File: src/rtl/coderom_arbiter.sv
// Code ROM arbiter: shares a 4-bank x 8K x 16 synchronous ROM between the CPU
// port (C) and the self-test/debug port (D). C has priority; D is forced in after
// MAX_CPU consecutive C grants while it waits.
module coderom_arbiter #(
    parameter int unsigned ROM_LAT = 1,  // 1..3 edges from address/ce to valid rom_q
    parameter int unsigned MAX_CPU = 4   // 1..15 C grants before a waiting D is forced
) (
    input  logic        clk,
    input  logic        reset,
    input  logic        c_req,
    input  logic [14:0] c_addr,
    output logic [15:0] c_data,
    output logic        c_ack,
    input  logic        d_req,
    input  logic [14:0] d_addr,
    output logic [15:0] d_data,
    output logic        d_ack,
    output logic [12:0] rom_a,
    output logic [3:0]  rom_ce_n,
    input  logic [15:0] rom_q,
    output logic        busy
);

    typedef enum logic [1:0] {StIdle, StAddr, StCapt} state_e;
    typedef enum logic [1:0] {OwnNone, OwnC, OwnD} owner_e;

    localparam logic [1:0] LatLast   = 2'(ROM_LAT - 1);
    localparam logic [3:0] StarveMax = 4'(MAX_CPU);

    state_e      state_q, state_d;
    owner_e      owner_q, owner_d;
    logic [1:0]  lat_cnt_q, lat_cnt_d;
    logic        abort_q, abort_d;
    logic [3:0]  starve_q, starve_d;
    logic [12:0] rom_a_q, rom_a_d;
    logic [3:0]  rom_ce_n_q, rom_ce_n_d;
    logic [15:0] c_data_q, c_data_d;
    logic [15:0] d_data_q, d_data_d;
    logic        c_ack_q, c_ack_d;
    logic        d_ack_q, d_ack_d;

    logic        c_elig, d_elig;
    logic        grant_c, grant_d;
    logic        owner_req;
    logic [14:0] sel_addr;

    // Arbitration, access sequencing and starvation bookkeeping
    always_comb begin
        state_d    = state_q;
        owner_d    = owner_q;
        lat_cnt_d  = lat_cnt_q;
        abort_d    = abort_q;
        rom_a_d    = rom_a_q;
        rom_ce_n_d = rom_ce_n_q;
        c_data_d   = c_data_q;
        d_data_d   = d_data_q;
        c_ack_d    = 1'b0;
        d_ack_d    = 1'b0;
        // The starvation count only means anything while D is actually waiting
        starve_d   = d_req ? starve_q : 4'd0;

        // A port whose ack is showing has not yet had a chance to drop its request
        c_elig   = c_req && !c_ack_q;
        d_elig   = d_req && !d_ack_q;
        grant_c  = c_elig && !(d_elig && (starve_q == StarveMax));
        grant_d  = d_elig && !grant_c;
        sel_addr = grant_c ? c_addr : d_addr;

        unique case (owner_q)
            OwnC:    owner_req = c_req;
            OwnD:    owner_req = d_req;
            default: owner_req = 1'b0;
        endcase

        unique case (state_q)
            StIdle: begin
                if (grant_c || grant_d) begin
                    owner_d    = grant_c ? OwnC : OwnD;
                    rom_a_d    = sel_addr[12:0];
                    rom_ce_n_d = ~(4'b0001 << sel_addr[14:13]);
                    lat_cnt_d  = 2'd0;
                    abort_d    = 1'b0;
                    state_d    = StAddr;
                end
                if (grant_d) begin
                    starve_d = 4'd0;
                end else if (grant_c && d_req && (starve_q != StarveMax)) begin
                    starve_d = starve_q + 4'd1;
                end
            end
            StAddr: begin
                if (!owner_req) abort_d = 1'b0 | 1'b1;
                if (lat_cnt_q == LatLast) begin
                    state_d = StCapt;
                end else begin
                    lat_cnt_d = lat_cnt_q + 2'd1;
                end
            end
            StCapt: begin
                // Data is captured even for an abandoned access; only the ack is withheld
                if (owner_q == OwnC) begin
                    c_data_d = rom_q;
                    c_ack_d  = c_req && !abort_q;
                end else if (owner_q == OwnD) begin
                    d_data_d = rom_q;
                    d_ack_d  = d_req && !abort_q;
                end
                rom_ce_n_d = 4'hF;
                owner_d    = OwnNone;
                state_d    = StIdle;
            end
            default: begin
                rom_ce_n_d = 4'hF;
                owner_d    = OwnNone;
                state_d    = StIdle;
            end
        endcase
    end

    // State and registered outputs; reset abandons any access in flight
    always_ff @(posedge clk or posedge reset) begin
        if (reset) begin
            state_q    <= StIdle;
            owner_q    <= OwnNone;
            lat_cnt_q  <= 2'd0;
            abort_q    <= 1'b0;
            starve_q   <= 4'd0;
            rom_a_q    <= 13'd0;
            rom_ce_n_q <= 4'hF;
            c_data_q   <= 16'd0;
            d_data_q   <= 16'd0;
            c_ack_q    <= 1'b0;
            d_ack_q    <= 1'b0;
        end else begin
            state_q    <= state_d;
            owner_q    <= owner_d;
            lat_cnt_q  <= lat_cnt_d;
            abort_q    <= abort_d;
            starve_q   <= starve_d;
            rom_a_q    <= rom_a_d;
            rom_ce_n_q <= rom_ce_n_d;
            c_data_q   <= c_data_d;
            d_data_q   <= d_data_d;
            c_ack_q    <= c_ack_d;
            d_ack_q    <= d_ack_d;
        end
    end

    assign rom_a    = rom_a_q;
    assign rom_ce_n = rom_ce_n_q;
    assign c_data   = c_data_q;
    assign d_data   = d_data_q;
    assign c_ack    = c_ack_q;
    assign d_ack    = d_ack_q;
    assign busy     = (state_q != StIdle);

endmodule

File: config.mk
export PLATFORM = sky130hd
export DESIGN_NAME = coderom_arbiter
export DESIGN_NICKNAME = d
export VERILOG_FILES = /design/src/rtl/coderom_arbiter.sv
export SDC_FILE = /design/constraint.sdc
export NUM_CORES = 1
export LEC_CHECK = 0
export CAP_MARGIN = 20
export CORE_ASPECT_RATIO = 1.4
export CORE_MARGIN = 5
export CORE_UTILIZATION = 44
export DETAILED_ROUTE_END_ITERATION = 8
export PLACE_DENSITY = 0.8
export RECOVER_POWER = 50
export SETUP_SLACK_MARGIN = 0.15
export SYNTH_ARGS = -nofsm -noshare
export SYNTH_HDL_FRONTEND = slang
export SYNTH_SLANG_ARGS = --single-unit
File: constraint.sdc
create_clock -name clk -period 2.37 [get_ports clk]
set_clock_uncertainty 0.1 [all_clocks]
set_input_delay 0.3555 -clock clk [delete_from_list [all_inputs] [get_ports clk]]
set_output_delay 0.3555 -clock clk [all_outputs]
set_load 0.02 [all_outputs]
==> flow_metrics.tcl, run 1 <==
set metrics [dict create \
    final.setup.tns_ps 0 \
    row_count 33 \
    grt_overflow_total 0 \
    cts.sink_count 62 \
    synth_edf_count 0 \
    finalCriticalPeriod_ps 2077 \
    yosys_register_bits 62 \
    drt_iter0_drc 79 \
    clock_latency_ps 330 \
    grt.total_usage_pct 17.08 \
    peakVddDrop_v 0.0007946 \
    hold_violations 0 \
    synth_top_area_share_pct 53.63 \
    antenna_left 0 \
    fillers 457 \
    synth.most_common_cell "dfrtp_1" \
    hold_path_class "reg -> reg" \
    synth-async-reset-ratio_pct 100.0 \
    place.gp.congestion 0.8530 \
    initial_core_util_pct 45.84 \
    synth-main-ff-cell "dfrtp_1" \
    vias 2010 \
    maxCapViolations 0 \
    synthTopCellsByCount "58 x dfrtp_1, 35 x nand2_1, 33 x mux2_2" \
    avgSynthCellArea_um2 12.65 \
    worstPathArrival_ps 1620 \
    grt_max_degree 45 \
    use_met1_pct 17.63 \
    clk_path_buf_depth 2 \
    slew_viol_final 0 \
    routed_wl_um 6519 \
    yosys.area.top_type "dfrtp_1" \
    path_clk_slew_ps 70 \
    busiest_layer "met2" \
    yosysSeqAreaShare_pct 57.51 \
    netlist_top_cells_area "dfrtp_1 54%, mux2_2 14%, nand2_1 4.9%" \
    clkPwrFrac_pct 18.3 \
    coreArea_mm2 0.005904 \
    antenna_found_initial 0 \
    wl_per_cell_um 16.34 \
    fmax_mhz 481.5 \
    tightest_slew_ps 932.7 \
    cts_tree "yes" \
    area_growth_pct 47.71 \
    syn-instance-count 214 \
    grt_pass1_vias 2183 \
    place_ws_ps 282.4 \
    crit_path_max_fanout 6 \
    p_comb_share_pct 47.4 \
    cts_inserted_buffers 9 \
    finalPower_uw 5188 \
    first_pass_iters 4 \
    setup_viol 0 \
    port_buffers 101 \
    finalCritPeriodShare_pct 87.62 \
    crit_required_ps 1910 \
    layout-drive-gt1-share_pct 20.97 \
    cts_root_buf "clkbuf_8" \
    p_switching_uw 1845 \
    grtUsageMet3_pct 5.070 \
    power_density_mw_per_mm2 1298 \
    die_area_mm2 0.007841 \
    maxSlewHeadroom_pct 37.82 \
    fin_ws_ps 293.3 \
    syn_area_mm2 0.002706 \
    grt_pass1_wl_um 10410 \
    htree_levels 3 \
    io_pins 102 \
    drc 0 \
    die_y_um 102.8 \
    end_kind "output port" \
    status "finished, final reports clean" \
    die_width_um 76.28 \
    use_met2_pct 30.94 \
    synth_nets 269 \
    p_sw_share_pct 35.57 \
    internal-power_uw 3343 \
    yosysUniqueCellTypes 39 \
    post-dp-hpwl_um 5102 \
    cp-start-kind "flop" \
    diodes 0 \
    viasPerCell 5.038 \
    crit_type "reg -> out" \
    synth_warnings 0 \
    power_frac_seq_pct 34.3 \
    nets 380 \
    rsz0062_at_grt "no" \
    p_leak_uw 0.001728 \
]
-- per-layer routing --
| layer | part of all wire (%) | wire length [um] |
|---|---|---|
| met3 | 3.7 | 242 |
| met1 | 36 | 2370 |
| met4 | 4.4 | 287 |
| met2 | 55 | 3618 |
| met5 | 0 | 0 |
-- stage by stage --
step / utilization, % / hold slack [ps] / cells / area (um2)
finish: 67.71 / 352.9 / 399 / 3998
global route: 67.71 / 374.3 / 399 / 3998
CTS: 68.11 / 233.9 / 399 / 4021
detailed placement: 64.55 / 355.1 / 384 / 3811
global placement: 64.55 / 344.8 / 384 / 3811
floorplan: - / 331.4 / 214 / 2706
-- cell families after synthesis --
logic type	Yosys count	share of synthesized area [%]
flops	62	57.51
simple gates	60	11.00
mux	35	14.66
compound gates	32	10.12
buf+inv	17	3.421
fa+ha+maj	5	2.312
xor+xnor	3	0.9711
-- worst paths after layout --
check | from | endpoint | slack (ps) | depth (start not counted)
min in group asynchronous | reset | d_data[11]$_DFFE_PP0P_ | 460 | 2
max reg2reg | owner_q[0]$_DFFE_PP0P_ | d_data[1]$_DFFE_PP0P_ | 330 | 5
max in group asynchronous | reset | rom_a[11]$_DFFE_PP0P_ | 600 | 3
max | state_q[1]$_DFFE_PP0P_ | busy | 290 | 2
min | abort_q$_DFFE_PP0P_ | c_ack$_DFF_PP0_ | 350 | 1
min reg2reg | abort_q$_DFFE_PP0P_ | c_ack$_DFF_PP0_ | 350 | 1
-- power by group through the flow --
stage	logic (uW)	registers [uW]	clock network (uW)
after global placement	2460	1780	0
after CTS	2510	1780	981
after global routing	2620	1840	1030
after floorplan	833	2300	0
after detailed placement	2490	1800	0
final	2460	1780	949
-- cell usage in the layout (no fill, tap or decap), types with 2 or more instances in the layout --
master           synthesis  routed
dfrtp_1                 58      58
clkbuf_8                 0      12
a22oi_2                  4       4
o22ai_1                  2       2
clkbuf_1                 2       3
xor2_1                   2       2
a21oi_1                  4       4
ha_1                     5       5
nor2b_1                  2       2
dfstp_2                  4       4
inv_1                    9       9
mux2_2                  33      33
clkdlybuf4s50_1          0      99
nand2b_1                 5       5
o32a_1                   4       4
nand3_1                  5       5
nor2_1                   4       4
a22oi_1                  9       9
buf_4                    1       3
dlygate4sd3_1            0       2
o21ai_0                  3       3
nand2_1                 35      35
-- critical path, stage by stage (launching register included) --
cell	delay, ps
dfrtp_1	430
or2_4	310
clkdlybuf4s50_1	550
-- state kept, by name (all words and copies together), names as in the netlist --
signal     flops
lat_cnt_q      2
d_ack          1
rom_ce_n       4
c_data        16
d_data        16
abort_q        1
owner_q        2
state_q        2
rom_a         13
c_ack          1
starve_q       4
-- repair_timing --
| action | in CTS | in global routing |
|---|---|---|
| hold endpoints to repair | 0 | 0 |
| hold buffers | 0 | 0 |
| setup buffers | 0 | 0 |
| endpoints found under the setup margin | 1 | 0 |
| gates resized for setup | 1 | 0 |
-- cell type report --
type / instances / area [um2] / share of cell area, %
clock buffers: 12 / 165.2 / 4.131
clock inverters: 3 / 42.54 / 1.064
inverters: 9 / 33.78 / 0.8451
multi-input cells: 135 / 1060 / 26.51
flip-flops and latches: 62 / 1556 / 38.94
well taps: 70 / 87.58 / 2.191
repair buffers: 108 / 1052 / 26.32
(Power assumes the default switching activity.)
==> run 2: changes to the inputs <==
--- a/config.mk
+++ b/config.mk
@@ -10,6 +10,7 @@
 export CORE_MARGIN = 5
 export CORE_UTILIZATION = 44
 export DETAILED_ROUTE_END_ITERATION = 8
+export HOLD_SLACK_MARGIN = 0.08
 export PLACE_DENSITY = 0.8
 export RECOVER_POWER = 50
 export SETUP_SLACK_MARGIN = 0.15
==> results of run 2 <==
Same layout as run 1: the final DEF is identical, and so are final timing and power.
